===== config.mk =====
export PLATFORM = sky130hd
export DESIGN_NAME = muldiv_seq
export DESIGN_NICKNAME = d
export VERILOG_FILES = /design/src/rtl/muldiv_pkg.sv /design/src/rtl/muldiv_step.sv /design/src/rtl/muldiv_seq.sv
export SDC_FILE = /design/constraint.sdc
export NUM_CORES = 1
export LEC_CHECK = 0
export CAP_MARGIN = 20
export CORE_MARGIN = 2
export CORE_UTILIZATION = 50
export DETAILED_ROUTE_END_ITERATION = 6
export PLACE_DENSITY = 0.81
export SLEW_MARGIN = 20
export SYNTH_ARGS = -nofsm -noshare
export SYNTH_HDL_FRONTEND = slang
export SYNTH_SLANG_ARGS = --single-unit
export TNS_END_PERCENT = 1

===== constraint.sdc =====
create_clock -name clk_I -period 3.25 [get_ports clk_I]
set_input_delay 0.325 -clock clk_I [delete_from_list [all_inputs] [get_ports clk_I]]
set_output_delay 0.325 -clock clk_I [all_outputs]
set_load 0.005 [all_outputs]

===== src/rtl/muldiv_pkg.sv =====
// Shared definitions for the iterative RV32M multiply/divide sequencer:
// M-extension func3 op codes, FSM state encoding and the default operand width.
package muldiv_pkg;

  localparam int XLEN_DEF = 32;

  typedef enum logic [2:0] {
    OP_MUL    = 3'b000,
    OP_MULH   = 3'b001,
    OP_MULHSU = 3'b010,
    OP_MULHU  = 3'b011,
    OP_DIV    = 3'b100,
    OP_DIVU   = 3'b101,
    OP_REM    = 3'b110,
    OP_REMU   = 3'b111
  } op_e;

  typedef enum logic [1:0] {
    ST_IDLE = 2'd0,
    ST_CALC = 2'd1,
    ST_DONE = 2'd2
  } state_e;

endpackage


===== src/rtl/muldiv_step.sv =====
// One radix-2 iteration on the {hi, lo} accumulator: shift-add for multiply,
// shift and trial-subtract (restoring) for divide. Purely combinational.
module muldiv_step #(
  parameter int XLEN = 32
) (
  input  logic              is_div_i,
  input  logic [2*XLEN-1:0] acc_i,
  input  logic [XLEN-1:0]   b_i,
  output logic [2*XLEN-1:0] acc_o
);

  logic [XLEN:0]   sum;
  logic [XLEN-1:0] diff;
  logic            ge;

  always_comb begin
    sum   = {1'b0, acc_i[2*XLEN-1:XLEN]} + {1'b0, b_i};
    // Shifted partial remainder is XLEN+1 bits wide; the difference always fits XLEN when ge.
    ge    = acc_i[2*XLEN-1:XLEN-1] >= {1'b0, b_i};
    diff  = acc_i[2*XLEN-2:XLEN-1] - b_i;
    acc_o = acc_i;
    if (!is_div_i) begin
      if (acc_i[0]) acc_o = {sum, acc_i[XLEN-1:1]};
      else          acc_o = {1'b0, acc_i[2*XLEN-1:1]};
    end else if (ge) begin
      acc_o = {diff, acc_i[XLEN-2:0], 1'b1};
    end else begin
      acc_o = {acc_i[2*XLEN-2:0], 1'b0};
    end
  end

endmodule


===== src/rtl/muldiv_seq.sv =====
// Iterative RV32M multiply/divide sequencer (IDLE -> CALC x XLEN -> DONE).
// Define MULDIV_EARLY_OUT_EN to send divide-by-zero / signed overflow straight to DONE.
module muldiv_seq
  import muldiv_pkg::*;
#(
  parameter int XLEN  = XLEN_DEF,
  parameter int CNT_W = 5
) (
  input  logic            clk_I,
  input  logic            rst_I,
  input  logic            start_I,
  input  logic [2:0]      func3_I,
  input  logic [XLEN-1:0] rs1_I,
  input  logic [XLEN-1:0] rs2_I,
  input  logic            flush_I,
  output logic            stall_O,
  output logic            busy_O,
  output logic            done_O,
  output logic [XLEN-1:0] result_O,
  output logic [1:0]      dbg_state_O
);

  localparam logic [XLEN-1:0] INT_MIN = {1'b1, {(XLEN-1){1'b0}}};

  state_e            state_q, state_d;
  logic [CNT_W-1:0]  cnt_q, cnt_d;
  op_e               op_q, op_d;
  logic [2*XLEN-1:0] acc_q, acc_d;
  logic [XLEN-1:0]   b_q, b_d;
  logic [XLEN-1:0]   a_raw_q, a_raw_d;
  logic              sa_q, sa_d, sb_q, sb_d;
  logic              dz_q, dz_d, ovf_q, ovf_d;
  logic [XLEN-1:0]   result_q, result_d;

  op_e               op_in;
  logic              a_neg, b_neg;
  logic [XLEN-1:0]   a_mag, b_mag;
  logic [2*XLEN-1:0] step_acc, prod;
  logic [XLEN-1:0]   quo, rem, fixed;

  muldiv_step #(.XLEN(XLEN)) u_step (
    .is_div_i (op_q[2]),
    .acc_i    (acc_q),
    .b_i      (b_q),
    .acc_o    (step_acc)
  );

  always_comb begin
    op_in = op_e'(func3_I);
    a_neg = (op_in == OP_MULH || op_in == OP_MULHSU || op_in == OP_DIV || op_in == OP_REM)
            && rs1_I[XLEN-1];
    b_neg = (op_in == OP_MULH || op_in == OP_DIV || op_in == OP_REM) && rs2_I[XLEN-1];
    a_mag = a_neg ? -rs1_I : rs1_I;
    b_mag = b_neg ? -rs2_I : rs2_I;
  end

  // Sign fix-up and result select from the finished accumulator and the latched flags.
  always_comb begin
    prod = (sa_q ^ sb_q) ? -acc_q : acc_q;
    quo  = (sa_q ^ sb_q) ? -acc_q[XLEN-1:0] : acc_q[XLEN-1:0];
    rem  = sa_q ? -acc_q[2*XLEN-1:XLEN] : acc_q[2*XLEN-1:XLEN];
    if (dz_q) begin
      quo = '1;
      rem = a_raw_q;
    end else if (ovf_q) begin
      quo = INT_MIN;
      rem = '0;
    end
    case (op_q)
      OP_MUL:                      fixed = prod[XLEN-1:0];
      OP_MULH, OP_MULHSU, OP_MULHU: fixed = prod[2*XLEN-1:XLEN];
      OP_DIV, OP_DIVU:             fixed = quo;
      default:                     fixed = rem;
    endcase
  end

  always_comb begin
    state_d  = state_q;
    cnt_d    = cnt_q;
    op_d     = op_q;
    acc_d    = acc_q;
    b_d      = b_q;
    a_raw_d  = a_raw_q;
    sa_d     = sa_q;
    sb_d     = sb_q;
    dz_d     = dz_q;
    ovf_d    = ovf_q;
    result_d = result_q;
    case (state_q)
      ST_IDLE: begin
        if (start_I && !flush_I) begin
          op_d    = op_in;
          sa_d    = a_neg;
          sb_d    = b_neg;
          acc_d   = {{XLEN{1'b0}}, a_mag};
          b_d     = b_mag;
          a_raw_d = rs1_I;
          dz_d    = func3_I[2] && (rs2_I == '0);
          ovf_d   = (op_in == OP_DIV || op_in == OP_REM) && rs1_I == INT_MIN && rs2_I == '1;
          cnt_d   = '0;
`ifdef MULDIV_EARLY_OUT_EN
          state_d = (dz_d || ovf_d) ? ST_DONE : ST_CALC;
`else
          state_d = ST_CALC;
`endif
        end
      end
      ST_CALC: begin
        if (flush_I) begin
          state_d = ST_IDLE;
        end else begin
          acc_d = step_acc;
          cnt_d = cnt_q + 1'b1;
          if (cnt_q == CNT_W'(XLEN-1)) state_d = ST_DONE;
        end
      end
      ST_DONE: begin
        state_d = ST_IDLE;
        if (!flush_I) result_d = fixed;
      end
      default: state_d = ST_IDLE;
    endcase
  end

  always_ff @(posedge clk_I) begin
    if (rst_I) begin
      state_q  <= ST_IDLE;
      cnt_q    <= '0;
      op_q     <= OP_MUL;
      acc_q    <= '0;
      b_q      <= '0;
      a_raw_q  <= '0;
      sa_q     <= 1'b0;
      sb_q     <= 1'b0;
      dz_q     <= 1'b0;
      ovf_q    <= 1'b0;
      result_q <= '0;
    end else begin
      state_q  <= state_d;
      cnt_q    <= cnt_d;
      op_q     <= op_d;
      acc_q    <= acc_d;
      b_q      <= b_d;
      a_raw_q  <= a_raw_d;
      sa_q     <= sa_d;
      sb_q     <= sb_d;
      dz_q     <= dz_d;
      ovf_q    <= ovf_d;
      result_q <= result_d;
    end
  end

  // The fresh result is forwarded in the DONE cycle so EX can take it with done_O.
  always_comb begin
    busy_O      = (state_q != ST_IDLE);
    stall_O     = ((state_q == ST_IDLE) && start_I && !flush_I) || (state_q == ST_CALC);
    done_O      = (state_q == ST_DONE) && !flush_I;
    result_O    = done_O ? fixed : result_q;
    dbg_state_O = state_q;
  end

endmodule

**Yosys cells after proc, flatten, opt, wreduce, memory -nomap -nowiden**

Cells that the tools add are included.

- Register bits after elaboration: 174
- Output and inout bits: 37
- Logic and storage cells: 91

- Add/sub/neg operators: 8
- Order comparisons: 1
- Equality and inequality tests: 17
- Mux-type cells: 24
- Bitwise gates (word level): 2
- Reductions and logical operators: 28

Operators by type and width:

| operator | number |
|---|---|
| $mux W64 | 6 |
| $mux W32 | 9 |
| $neg A32 Y32 | 4 |
| $pmux W64 S2 | 1 |
| $pmux W32 S3 | 1 |
| $eq A32 B32 Y1 const B | 2 |
| $neg A64 Y64 | 1 |
| $add A32 B32 Y33 | 1 |
| $ge A33 B32 Y1 | 1 |
| $logic_not A32 Y1 | 1 |
| $sub A32 B32 Y32 | 1 |
| $eq A3 B3 Y1 const B | 4 |
| $mux W5 | 2 |
| $pmux W5 S2 | 1 |
| $eq A3 B2 Y1 const B | 3 |
| $logic_and A1 B1 Y1 | 9 |
| $logic_or A1 B1 Y1 | 7 |
| $eq A3 B1 Y1 const B | 2 |
| $mux W2 | 3 |
| $reduce_and A2 Y1 | 3 |
| $add A5 B1 Y5 const B | 1 |
| $eq A5 B5 Y1 const B | 1 |
| $ne A2 B2 Y1 const B | 2 |
| $pmux W2 S2 | 1 |
| other kinds (12) | 13 |

**Longest topological paths before layout**

Gate-level depths: netlist of the first run.

- Word-level depth: 8
- Gate-level depth with buffers: 14

**Modules after synthesis**

A second synthesis of the first run with hierarchy kept.

- Cells, all modules: 2316
- Area, all modules: 16467.0 um^2

By module, submodules not included:

| module | instances | cells an instance | area an instance (um^2) | seq. area each (um^2) |
|---|---|---|---|---|
| muldiv_seq | 1 | 1564 | 11347.1 | 3483.3 |
| muldiv_step | 1 | 752 | 5119.9 | 0.0 |

**Worst setup path before layout of the first run**

Ideal clock, no wire load.

- Kind: reg-to-output
- Start point: register acc_q[0]
- End point: output port result_O[22]
- Arrival: 3.009 ns
- Required time: 2.925 ns
- Slack: -0.084 ns
- Stages on the path, launching flop included: 13
- Path through: dfxtp_1 > clkbuf_1 > inv_1 > clkbuf_1 > ha_1 > nor3b_1 > nor4b_1 > nand4_1 > nor2_1 > a31oi_1 > xor2_1 > a221oi_1 > a211oi_1

- Longest elaborated chain between the ends: 6

Ends and longest elaborated chain:

| what | line | RTL |
|---|---|---|
| start, declared | muldiv_seq.sv:28 | `logic [2*XLEN-1:0] acc_q, acc_d;` |
| start signal, assigned | muldiv_seq.sv:130 | `acc_q <= '0;` |
| start signal, assigned | muldiv_seq.sv:142 | `acc_q <= acc_d;` |
| $neg A32 Y32 | muldiv_seq.sv:60 | `quo = (sa_q ^ sb_q) ? -acc_q[XLEN-1:0] : acc_q[XLEN-1:0];` |
| $mux W32 | muldiv_seq.sv:60 |  |
| $mux W32 | muldiv_seq.sv:65 | `end else if (ovf_q) begin` |
| $mux W32 | muldiv_seq.sv:62 | `if (dz_q) begin` |
| $pmux W32 S3 * | muldiv_seq.sv:69 | `case (op_q)` |
| $mux W32 * | muldiv_seq.sv:158 | `result_O = done_O ? fixed : result_q;` |
| end, declared | muldiv_seq.sv:19 | `output logic [XLEN-1:0] result_O,` |

Every way passes the cells marked *; elsewhere a longest branch is shown, timed or not.

**Worst setup path in the final report of the first run**

- Start point: register acc_q[10]
- End point: output port result_O[16]

The elaborated chain is that of the path after synthesis.

==> impl_metrics.toml, run 1 <==
[logic_synthesis]
synthCells = 2095
synth-seq-cells = 174
post_synth.cell_area_avg_um2 = 7.32
synth_compound_area_frac = 0.296
synth_top_family_by_area = "compound AO/OA/AOI/OAI gates"
synthXorXnorAreaFrac = 0.112
synth-main-ff-cell = "dfxtp_1"
async_reset_ff_frac = 0
ys.warnings.count = 0
syn-num-nets = 2239
synth_edf_count = 0
yosys.area_share.simple = 0.225
muxShareOfSynthArea = 0.0226
synth.area.top_cells = "dfxtp_1 23%, a21oi_1 7.0%, ha_1 5.8%"
synth_top_area_share = 0.227
seq_area_frac_synth = 0.227
post-synth-top-area-cell = "dfxtp_1"
syn_area_um2 = 15300
synth_fa_ha_area_frac = 0.0606
ys_types = 75

[finish]
finalNetCount = 2459
final_cell_mix = "250 x buf_4, 204 x a21oi_1, 193 x nor2_1, 190 x nand2_1, 166 x dfxtp_1"
layout.cells.most_common = "buf_4"
final_cell_count_no_fill = 2724
drive_above_1_share = 0.195
area_growth_syn_to_layout_pct = 26.6
nFillCells = 2661

[drt]
wire_per_inst_um = 20.9
drt-total-wl_mm = 56.9
drc_errors = 1
vias = 17600
antenna_left = 0
dr.pass1.iters = 7
drt_iter0_drc = 2046
viasPerCell = 6.46

[worst_setup_path]
cp_num_buf_inv = 3
crit_family = "simple AND/OR/NAND/NOR gates"
crit_path_top_delay_cell = "or4_4"
cp.required_ns = 2.92
crit_fanout = 4
worst_path_largest_cell_delay_ns = 0.57
cp.depth = 11
crit_type = "reg -> out"
r2r_setup_slack_ns = 0.06
worstSetupEndpointType = "primary output"
rr_worst_depth = 12
crit_path_frequent_cell = "buf_4"
path_cells = "or4_4, nor4b_4, buf_4, nand4_1, nor2_2, buf_4, a21oi_1, xor2_1, a221oi_2, a211oi_2, clkdlybuf4s15_1"
cp_data_arrival_time_ns = 3.39
cp-start-kind = "flop"

[die]
die_x_um = 179
ios = 108
core_area_um2 = 30400
rows = 64
dieHeight_um = 179
start_util = 0.504
dieArea_um2 = 32100

[hold_path]
hold_depth = 2
hold_path_class = "in -> reg"

[run_status]
status = "complete, but fails checks"
violations = "design-rule violations, negative setup slack"

[clock_network]
clock-sinks = 174
cts-htree-levels = 4
cts_root_buffer = "clkbuf_16"
cts_buffers = 17
path_clk_slew_ns = 0.07
ctsHoldBuffers = 0
clockBufferDepth = 2
tritoncts = "done"
insertion_delay_ns = 0.46

[global_routing]
grt_pass1_wl_mm = 88.3
gr-total-overflow = 0
grt_max_degree = 83
grt_pass1_vias = 16300
antenna_found_initial = 0
grt_usage = 0.352

[place]
dp_cells = 2677
dpl.hpwl_mm = 42.6
place_congestion = 0.993
io_buffers = 107

[timing]
hold_violations = 0
worstMarginPinSlew_ns = 0.936
rsz0062_at_grt = "true"
max-slew-margin-rel = 0.376
tns_ns = -11.86
slew_violations = 0
finClkSkew_ns = 0.0181
finalSetupViolCount = 32
layout_min_cycle_time_ns = 3.72
fmax_mhz = 269
fin_crit_sh = 1.14
layout_setup_ws_ns = -0.468

[pwr]
p_leak_nw = 8.12
powerDensity_nw_per_um2 = 331
irDropWorstVdd_mv = 0.406

[job]
cap_violations = 0
-- metal layers --
layer	GRT usage	routed length, µm	up-vias
li1	-	-	8101
met1	0.469	23900	8313
met2	0.536	24800	985
met3	0.0823	5580	204
met4	0.167	2630	0
met5	0	0	-
-- cell type report --
class	count	area, µm²	area share
multi-input cells	1688	11600	0.598
flip-flops and latches	174	3500	0.180
repair buffers	371	3040	0.156
well taps	396	495	0.0255
clock buffers	20	447	0.0230
inverters	63	236	0.0122
clock inverters	11	82.6	0.00425
diodes	1	2.50	0.000129
-- per-stage QoR --
stage	setup WS (ns)	instance area, µm²	utilization	hold WS [ns]	power, mW
CTS	-0.432	19300	0.633	0.176	6.34
floorplan	-0.0845	15300	-	0.434	3.46
detailed placement	-0.403	18200	0.598	0.451	4.26
global route	-0.552	19400	0.638	0.217	6.65
finish	-0.468	19400	0.638	0.195	6.43
global placement	-0.370	18200	0.598	0.446	4.23
-- final timing paths --
path               startpoint           end
setup / recovery    acc_q[10]  result_O[16]
hold reg to reg   a_raw_q[13]   a_raw_q[13]
setup reg to reg       b_q[8]     acc_q[61]
hold / removal          rst_I       op_q[2]
-- worst reg2reg max path, delay by kind of cell, from the launching register on --
kind | cells | cell delay (ns)
flip-flops | 1 | 0.46
AO/OA/AOI/OAI | 8 | 1.78
buffers and inverters | 2 | 0.25
AND/OR/NAND/NOR | 1 | 0.15
adder cells (fa/ha/maj) | 1 | 0.43
-- state kept, by name, indices dropped and copies added, names as in the netlist --
name and flops:
acc_q 64, result_q 32, ovf_q 1, dbg_state_O 2
b_q 32, sa_q 1, sb_q 1, a_raw_q 32
dz_q 1, cnt_q 5, op_q 3
-- synthesized netlist by cell type, types with 4 or more instances --
library cell and n:
a311oi_1 13, mux2_2 5, nand3_1 26, nand2_1 191, and3_1 8, nand4_1 24
nor2_1 197, a221oi_1 36, nand2b_1 26, a21o_1 32, o41ai_1 15, xnor2_1 101
o21a_1 6, dfxtp_1 174, or4_1 9, a22o_1 12, xor2_1 95, inv_1 62
a31oi_1 23, a211oi_1 112, a32o_1 4, or2_2 7, and2_1 13, nand3b_1 6
nor2b_1 68, nor3_1 55, o21bai_1 11, o221ai_1 16, nor4_1 16, a21oi_1 213
o31ai_1 25, o211ai_1 15, ha_1 71, o21ai_0 95, a22oi_1 8, a21boi_0 5
buf_1 8, nor3b_1 7, nand4b_1 5, clkbuf_1 161, a211o_1 11, nor4b_1 4
or3_1 23, a2111oi_0 4, mux2i_1 29
-- where the power goes --
part,switching [mW],total [mW],leakage [nW],internal (mW)
Combinational,1.23,2.15,6.45,0.920
Sequential,0.0945,2.31,1.42,2.22
Clock,0.958,1.96,0.258,1.00
Total,2.29,6.43,8.12,4.14
-- cell families (layout without fill, tap and decap cells) --
kind of cell / count (synthesis) / count (layout)
simple gates: 700 / 700
xor+xnor: 196 / 196
mux: 34 / 34
compound gates: 685 / 685
other cells: 0 / 1
fa+ha+maj: 73 / 73
flops: 174 / 174
buf+inv: 233 / 465
-- what timing repair did --
action	4_1_cts	5_1_grt
endpoints found under the hold margin	0	0
pin swaps	84	38
gates resized for setup	213	38
buffers inserted	16	1
setup endpoints to repair	52	64
(Power assumes the default switching activity.)
==> run 2: changes to the inputs <==
--- a/config.mk
+++ b/config.mk
@@ -6,10 +6,12 @@
 export NUM_CORES = 1
 export LEC_CHECK = 0
 export CAP_MARGIN = 20
+export CELL_PAD_IN_SITES_DETAIL_PLACEMENT = 0
+export CELL_PAD_IN_SITES_GLOBAL_PLACEMENT = 1
 export CORE_MARGIN = 2
-export CORE_UTILIZATION = 50
+export CORE_UTILIZATION = 40
 export DETAILED_ROUTE_END_ITERATION = 6
-export PLACE_DENSITY = 0.81
+export PLACE_DENSITY = 0.87
 export SLEW_MARGIN = 20
 export SYNTH_ARGS = -nofsm -noshare
 export SYNTH_HDL_FRONTEND = slang
==> constraint.sdc (replaced) <==
create_clock -name clk_I -period 3.25 [get_ports clk_I]
set_input_delay 0.65 -clock clk_I [delete_from_list [all_inputs] [get_ports clk_I]]
set_output_delay 0.65 -clock clk_I [all_outputs]
set_load 0.005 [all_outputs]
==> run 2 against run 1 <==
Net effect:
- the flow finishes with violations (negative setup slack)
- clock skew fell by 0.0026 ns
- register-to-register slack hardly changed
- combinational power barely moved
- routed wire length is 5.4% higher
- non-clock buffer count increased by 63
- die area grew 24%
- first-iteration DRC count down 28%
- worst setup slack got worse by 0.35 ns
- critical path type unchanged
- critical endpoint is now result_O[26]
- highest routed layer unchanged
==> impl_metrics.toml, run 2 (synthesis results as in run 1) <==
[finish]
multi_input_area_um2 = 11600
layout.cells.most_common = "buf_4"
diodes = 0
finalNetCount = 2522
drive_above_1_share = 0.215
final_cell_mix = "305 x buf_4, 204 x a21oi_1, 194 x nor2_1, 188 x nand2_1, 167 x dfxtp_1"
fin_util = 0.537
largest_reg_flops = 64
regMostFlops = "acc_q"
nFillCells = 3719
seq_area_um2 = 3490
area_growth_syn_to_layout_pct = 31.9

[worst_setup_path]
rr_worst_depth = 12
cp_num_buf_inv = 6
r2r_setup_slack_ns = 0.07
reg2reg_to = "acc_q[0]"
crit_family = "simple AND/OR/NAND/NOR gates"
cp.required_ns = 2.60
cp_data_arrival_time_ns = 3.42
crit_fanout = 4
cp-start-kind = "flop"
crit_path_top_delay_cell = "or4_4"
cp.depth = 14
worstSetupEndpointType = "primary output"
path_cells = "or4_4, nor4b_4, buf_4, buf_6, nand4_1, buf_6, nor2_4, buf_6, a31oi_4, xor2_1, a221oi_2, buf_4, a211oi_2, buf_2"
crit_path_frequent_cell = "buf_6"
worst_path_largest_cell_delay_ns = 0.57
regToRegStartpoint = "acc_q[43]"
crit_type = "reg -> out"

[timing]
slew_violations = 0
fin_crit_sh = 1.25
max-slew-margin-rel = 0.482
hold_violations = 0
layout_min_cycle_time_ns = 4.07
hold-worst-slack_ns = 0.463
finalSetupViolCount = 37
finClkSkew_ns = 0.0156
layout_setup_ws_ns = -0.819
fmax_mhz = 246
rsz0062_at_grt = "true"
worstMarginPinSlew_ns = 0.776

[run_status]
violations = "negative setup slack"
status = "complete, but fails checks"

[pwr]
powerDensity_nw_per_um2 = 336
p_leak_nw = 8.59
irDropWorstVdd_mv = 0.379

[drt]
wire_per_inst_um = 20.7
vias = 17400
viasPerCell = 6.00
drt-total-wl_mm = 60.0
antenna_left = 0
drt_iter0_drc = 1483
dr.pass1.iters = 5
drc_errors = 0

[global_routing]
grt_pass1_wl_mm = 92.6
met3_usage = 0.0452
gr-total-overflow = 0
grt_usage = 0.299
use_met1 = 0.414
grt.busiest_layer = "met2"
grt_pass1_vias = 16500
grt_max_degree = 72
use_met2 = 0.467
antenna_found_initial = 0

[die]
dieHeight_um = 200
ios = 108
rows = 71
core_area_um2 = 37700
die_x_um = 200
start_util = 0.407
dieArea_um2 = 39900

[clock_network]
insertion_delay_ns = 0.47
clock-sinks = 174
cts_root_buffer = "clkbuf_16"
clockBufferDepth = 2
ctsHoldBuffers = 0
tritoncts = "done"
cts-htree-levels = 4
cts_buffers = 17
path_clk_slew_ns = 0.07

[hold_path]
hold_depth = 2
hold_end = "a_raw_q[2]"
hold_path_class = "reg -> reg"
hp-start = "a_raw_q[2]"

[place]
io_buffers = 107
dpl.hpwl_mm = 46.0
place_congestion = 0.941

[job]
cap_violations = 0
## run 2: stage by stage
stage / instances / area, µm² / setup WS, ns / power, mW / setup TNS [ns]
after floorplan: 2095 / 15300 / -0.145 / 3.46 / -0.962
after global placement: 2858 / 19000 / -0.741 / 4.28 / -24.31
after detailed placement: 2858 / 19000 / -0.733 / 4.30 / -25.93
after CTS: 2893 / 19900 / -0.921 / 6.69 / -24.61
after global routing: 2902 / 20200 / -0.935 / 7.06 / -27.04
final: 2902 / 20200 / -0.819 / 6.78 / -21.40
## run 2: report_power, final
part / switching [mW] / leakage [nW] / internal [mW]
logic: 1.21 / 6.86 / 0.942
clock network: 0.999 / 0.316 / 1.33
registers: 0.0878 / 1.42 / 2.22
total: 2.30 / 8.59 / 4.49
## run 2: layout make-up
| cell class | instances | area share |
|---|---|---|
| repair buffers | 434 | 0.179 |
| clock inverters | 14 | 0.0102 |
| clock buffers | 18 | 0.0217 |
| multi-input cells | 1688 | 0.573 |
| flip-flops and latches | 174 | 0.173 |
| inverters | 63 | 0.0117 |
| well taps | 511 | 0.0316 |
## run 2: worst min-delay path, cell delays in order, from the launching register on
cell	delay, ns
dfxtp_1	0.31
nand2_1	0.05
a21oi_1	0.05
## run 2: layer usage
| layer | share of wire | vias up | routed length (µm) |
|---|---|---|---|
| met5 | 0 | - | 0 |
| met4 | 0.031 | 0 | 1870 |
| met3 | 0.071 | 114 | 4270 |
| met2 | 0.44 | 729 | 26600 |
| met1 | 0.45 | 8369 | 27200 |
| li1 | - | 8209 | - |
## run 2: how the worst max path moves through the flow
stage | start | to | slack [ns]
global route | acc_q[7] | result_O[26] | -0.93
floorplan | rs2_I[8] | b_q[27] | -0.14
finish | acc_q[7] | result_O[26] | -0.82
detailed placement | acc_q[26] | result_O[3] | -0.73
CTS | acc_q[10] | result_O[13] | -0.92
global placement | acc_q[26] | result_O[31] | -0.74
## run 2: timing repair
item                                    4_1_cts  5_1_grt
endpoints found under the setup margin       66       69
pin swaps                                    30       71
buffers inserted                              3        9
gates resized for setup                      91      127
